### src/rtl/mem_arb_pkg.sv
// mem_arb_pkg: shared state/owner types and grant-vector bit positions for the memory port arbiter
package mem_arb_pkg;
  typedef enum logic [1:0] {IDLE, ADDR, RESP, ERR} state_t;
  typedef enum logic {OWN_IF, OWN_D} owner_t;
  localparam int GNT_IF = 0;
  localparam int GNT_D = 1;
endpackage

### src/rtl/mem_arb_pick.sv
// mem_arb_pick: data-over-fetch priority, yielding to fetch once the data streak saturates
module mem_arb_pick
  import mem_arb_pkg::*;
(
  input  logic       if_req,
  input  logic       d_req,
  input  logic       sat,
  output logic [1:0] gnt
);
  assign gnt[GNT_D] = d_req && !(sat && if_req);
  assign gnt[GNT_IF] = if_req && !gnt[GNT_D];
endmodule

### src/rtl/mem_port_arbiter.sv
// mem_port_arbiter: shares one memory port between fetch and data requesters, one access at a time,
// each access bounded by a timeout that returns an error response to the owner
module mem_port_arbiter
  import mem_arb_pkg::*;
#(
  parameter int ADDR_W = 32,
  parameter int DATA_W = 32,
  parameter int TIMEOUT = 16,
  parameter int MAX_CONSEC = 4
) (
  input  logic                clk,
  input  logic                rst,
  input  logic                if_req,
  input  logic [ADDR_W-1:0]   if_addr,
  output logic                if_gnt,
  output logic                if_rvalid,
  output logic [DATA_W-1:0]   if_rdata,
  output logic                if_err,
  input  logic                d_req,
  input  logic                d_we,
  input  logic [DATA_W/8-1:0] d_be,
  input  logic [ADDR_W-1:0]   d_addr,
  input  logic [DATA_W-1:0]   d_wdata,
  output logic                d_gnt,
  output logic                d_rvalid,
  output logic [DATA_W-1:0]   d_rdata,
  output logic                d_err,
  output logic                mem_req,
  output logic                mem_we,
  output logic [DATA_W/8-1:0] mem_be,
  output logic [ADDR_W-1:0]   mem_addr,
  output logic [DATA_W-1:0]   mem_wdata,
  input  logic                mem_gnt,
  input  logic                mem_rvalid,
  input  logic [DATA_W-1:0]   mem_rdata,
  output logic                busy
);
  localparam int TW = $clog2(TIMEOUT + 1);
  localparam int CW = $clog2(MAX_CONSEC + 1);
  state_t state, state_nx;
  owner_t owner;
  logic [TW-1:0] timer;
  logic [CW-1:0] consec;
  logic [1:0] pick;
  logic idle, sat, timeout, resp_v;
  // grants are masked while rst is high so every output reads 0 during reset
  assign idle = state == IDLE && !rst;
  assign sat = consec == CW'(MAX_CONSEC);
  assign timeout = (state == ADDR || state == RESP) && timer == TW'(TIMEOUT - 1);
  assign resp_v = state == RESP && mem_rvalid;
  mem_arb_pick u_pick (.if_req(if_req), .d_req(d_req), .sat(sat), .gnt(pick));
  assign if_gnt = idle && pick[GNT_IF];
  assign d_gnt = idle && pick[GNT_D];
  assign busy = state != IDLE;
  assign mem_req = state == ADDR;
  assign if_rvalid = owner == OWN_IF && (resp_v || state == ERR);
  assign d_rvalid = owner == OWN_D && (resp_v || state == ERR);
  assign if_err = owner == OWN_IF && state == ERR;
  assign d_err = owner == OWN_D && state == ERR;
  assign if_rdata = (owner == OWN_IF && state == RESP) ? mem_rdata : '0;
  assign d_rdata = (owner == OWN_D && state == RESP) ? mem_rdata : '0;
  always_comb begin
    state_nx = state;
    unique case (state)
      IDLE: state_nx = (if_gnt || d_gnt) ? ADDR : IDLE;
      ADDR: state_nx = timeout ? ERR : mem_gnt ? RESP : ADDR;
      RESP: state_nx = mem_rvalid ? IDLE : timeout ? ERR : RESP;
      ERR:  state_nx = IDLE;
    endcase
  end
  always_ff @(posedge clk or posedge rst) begin
    if (rst) begin
      state <= IDLE;
      owner <= OWN_IF;
      timer <= '0;
      consec <= '0;
      mem_we <= 1'b0;
      mem_be <= '0;
      mem_addr <= '0;
      mem_wdata <= '0;
    end else begin
      state <= state_nx;
      timer <= (state == IDLE) ? '0 : timer + 1'b1;
      if (state == IDLE)
        consec <= (!if_req || if_gnt) ? '0 : (d_gnt && !sat) ? consec + 1'b1 : consec;
      if (if_gnt || d_gnt) begin
        owner <= d_gnt ? OWN_D : OWN_IF;
        mem_addr <= d_gnt ? d_addr : if_addr;
        mem_we <= d_gnt && d_we;
        mem_be <= d_gnt ? d_be : '1;
        mem_wdata <= d_gnt ? d_wdata : '0;
      end
    end
  end
endmodule

### config.mk
export PLATFORM = sky130hd
export DESIGN_NAME = mem_port_arbiter
export DESIGN_NICKNAME = d
export VERILOG_FILES = /design/src/rtl/mem_arb_pkg.sv /design/src/rtl/mem_arb_pick.sv /design/src/rtl/mem_port_arbiter.sv
export SDC_FILE = /design/constraint.sdc
export NUM_CORES = 1
export LEC_CHECK = 0
export ABC_AREA = 1
export BUFFER_PORTS_ARGS = -buffer_cell sky130_fd_sc_hd__clkbuf_2
export CORE_MARGIN = 8
export CORE_UTILIZATION = 40
export DETAILED_ROUTE_END_ITERATION = 12
export PLACE_DENSITY_LB_ADDON = 0.15
export SYNTH_ARGS = -nofsm -noshare
export SYNTH_HDL_FRONTEND = slang
export SYNTH_SLANG_ARGS = --single-unit
### constraint.sdc
create_clock -name clk -period 2.5 [get_ports clk]
set_input_delay 0.125 -clock clk [delete_from_list [all_inputs] [get_ports clk]]
set_output_delay 0.125 -clock clk [all_outputs]
set_load 0.1 [all_outputs]
==> results_dict.tcl <==
set metrics [dict create \
    root_buffer "clkbuf_16" \
    dp_hpwl_um 11800 \
    ios 280 \
    setup_viol 0 \
    cts_inserted_buffers 9 \
    synth_top_family_by_area "simple AND/OR/NAND/NOR gates" \
    final_cells 1133 \
    synth_xor_area_share_pct 0 \
    worst_pin_slew_ns 0.760 \
    reg2reg_depth 9 \
    synth-simple-area-share_pct 35.0 \
    avgSynthCellArea_um2 6.67 \
    die_h_um 123 \
    endpoint_kind "output port" \
    yosysWarnings 0 \
    synth.top_cell.area_share_pct 43.8 \
    hold_depth 3 \
    wl_per_cell_um 13.8 \
    htreeDepth 3 \
    ys_seq_area_share_pct 43.8 \
    coreArea_mm2 0.0113 \
    dp_cells 1085 \
    multi_input_area_mm2 0.00182 \
    place_congestion 0.777 \
    tritoncts "built" \
    grt_max_degree 54 \
    slew_violations 0 \
    cts_sinks 80 \
    period_share_pct 89.8 \
    vias 5008 \
    io_buffers 279 \
    crit_fanout 29 \
    grt_pass1_vias 4709 \
    syn_area_mm2 0.00458 \
    ys_ff_latch 80 \
    gr-total-overflow 0 \
    routed_wirelength_um 15600 \
    total_power_mw 6.25 \
    gr-usage-all-layers_pct 20.0 \
    crit_type "flip-flop to output port" \
    ir_worst_vdd_v 0.000568 \
    crit_chain "inv_1, ha_1, inv_2, nor2_8, nand3_4, clkinv_2, buf_12" \
    initial_core_util_pct 40.6 \
    cp_data_required_time_ns 2.38 \
    antenna_found_initial 0 \
    seq_area_mm2 0.00200 \
    yosys-top-cells-area "dfrtp_1 44%, nand2_1 17%, inv_1 12%" \
    fill_cells 1101 \
    synth-compound-area-share_pct 2.19 \
    dieArea_mm2 0.0151 \
    grt_pass1_wl_um 23900 \
    design_area_mm2 0.00692 \
    place_ws_ns 0.442 \
    die_w_um 123 \
    maxSlewHeadroom_pct 49.1 \
    hp-class "input pin to flip-flop" \
    synth_nets 834 \
    synthMuxAreaShare_pct 0 \
    rows 39 \
    finalHoldWorstSlack_ns 0.0219 \
    p_per_area_mw_per_mm2 903 \
    r2r_slack_ns 0.54 \
    dpl-instance-area_mm2 0.00627 \
    n_antenna_cell 0 \
    netlist_instances 686 \
    drc 0 \
    clk_pin_slew_ns 0.06 \
    slowest_stage "dfrtp_1" \
    outcome "finished, final reports clean" \
    dr.pass1.iters 6 \
    fmax_mhz 445 \
    utilization_pct 61.4 \
    worst_clock_skew_ns 0.00789 \
    yosys.area_share.adder_pct 2.46 \
    setup_slack_ns 0.255 \
    finalNetCount 1134 \
    drive_gt1_share_pct 31.6 \
    clk_latency_ns 0.33 \
    ys_types 19 \
    finalCriticalPeriod_ns 2.25 \
    drt_iter0_drc 250 \
    worstPathArrival_ns 2.12 \
    finalSetupTns_ns 0 \
    leakagePower_nw 4.52 \
    avgViaCountPerCell 4.42 \
    clock_path_buffers 2 \
    maxCapViolations 0 \
    hold_violations 0 \
    cpPeakStageDelay_ns 0.40 \
    start_kind "flip-flop" \
    area_growth_syn_to_layout_pct 51.2 \
    ant_nets 0 \
    yosys.area.top_type "dfrtp_1" \
    rsz0062_at_grt "no" \
]
[routing by layer]
metal,track usage [%],vias up,part of all wire [%],routed length [um]
li1,-,2584,-,-
met1,22.5,2213,38,5870
met2,35.5,195,51,7910
met3,6.26,16,11,1650
met4,5.64,0,1.2,192
met5,0,-,0,0
[cells in the final DEF (no fill, tap or decap)]
cell / count
clkbuf_2: 214
clkinv_2: 1
buf_12: 4
nand3_2: 2
inv_1: 149
ha_1: 9
clkinv_4: 2
dfrtp_1: 80
nor2_8: 1
clkbuf_16: 9
nand2_1: 212
inv_2: 1
bufinv_16: 2
inv_6: 1
dlygate4sd3_1: 33
o21a_1: 1
o21ai_0: 5
buf_4: 72
o211ai_4: 1
nand3_1: 2
a21oi_1: 11
nand4_1: 32
nor2_1: 143
nand3_4: 1
clkinvlp_4: 2
[kinds of logic after synthesis]
group	after synthesis
fa+ha+maj	9
compound gates	18
flops	80
buf+inv	186
simple gates	393
[synth_stat cells, drive strengths merged]
cell type / number
o21a: 1
ha: 9
dfrtp: 80
o211ai: 1
buf: 22
nand3: 5
nand4: 32
inv: 152
clkbuf: 12
o21ai: 5
a21oi: 11
nand2: 212
nor2: 144
[report_power, final]
| group | internal [mW] | switching (mW) |
|---|---|---|
| Sequential | 1.56 | 0.152 |
| Combinational | 0.521 | 2.62 |
| Clock | 0.875 | 0.523 |
| Total | 2.96 | 3.29 |
[final timing paths]
kind | from | endpoint
setup / recovery | state[1] | d_gnt
max in group asynchronous | rst | mem_addr[4]
hold reg to reg | timer[0] | timer[0]
setup reg to reg | state[0] | mem_wdata[21]
hold / removal | d_wdata[22] | mem_wdata[22]
min in group asynchronous | rst | owner
[what timing repair did]
item                                    4_1_cts  5_1_grt
endpoints found under the hold margin        33        0
setup buffers                                 0        0
endpoints found under the setup margin        0        1
gates resized for setup                       0        1
hold buffers                                 33        0
[state kept, by name, indices dropped and copies added, names as in the netlist]
register,flops
timer,5
consec,3
mem_wdata,32
state,2
mem_we,1
owner,1
mem_addr,32
mem_be,4
[cell type report]
cell class / count / area share [%]
repair buffers: 323 / 29.2
flip-flops and latches: 80 / 28.9
multi-input cells: 420 / 26.3
inverters: 152 / 8.32
clock buffers: 9 / 3.25
well taps: 143 / 2.59
clock inverters: 6 / 1.36
[worst max-delay path, delay by kind of cell, from the launching register on]
| kind | cells | cell delay, ns |
|---|---|---|
| simple gates | 2 | 0.20 |
| buf+inv | 4 | 0.79 |
| flops | 1 | 0.40 |
| fa+ha+maj | 1 | 0.38 |
No activity file was read; power rests on OpenSTA's default activity.
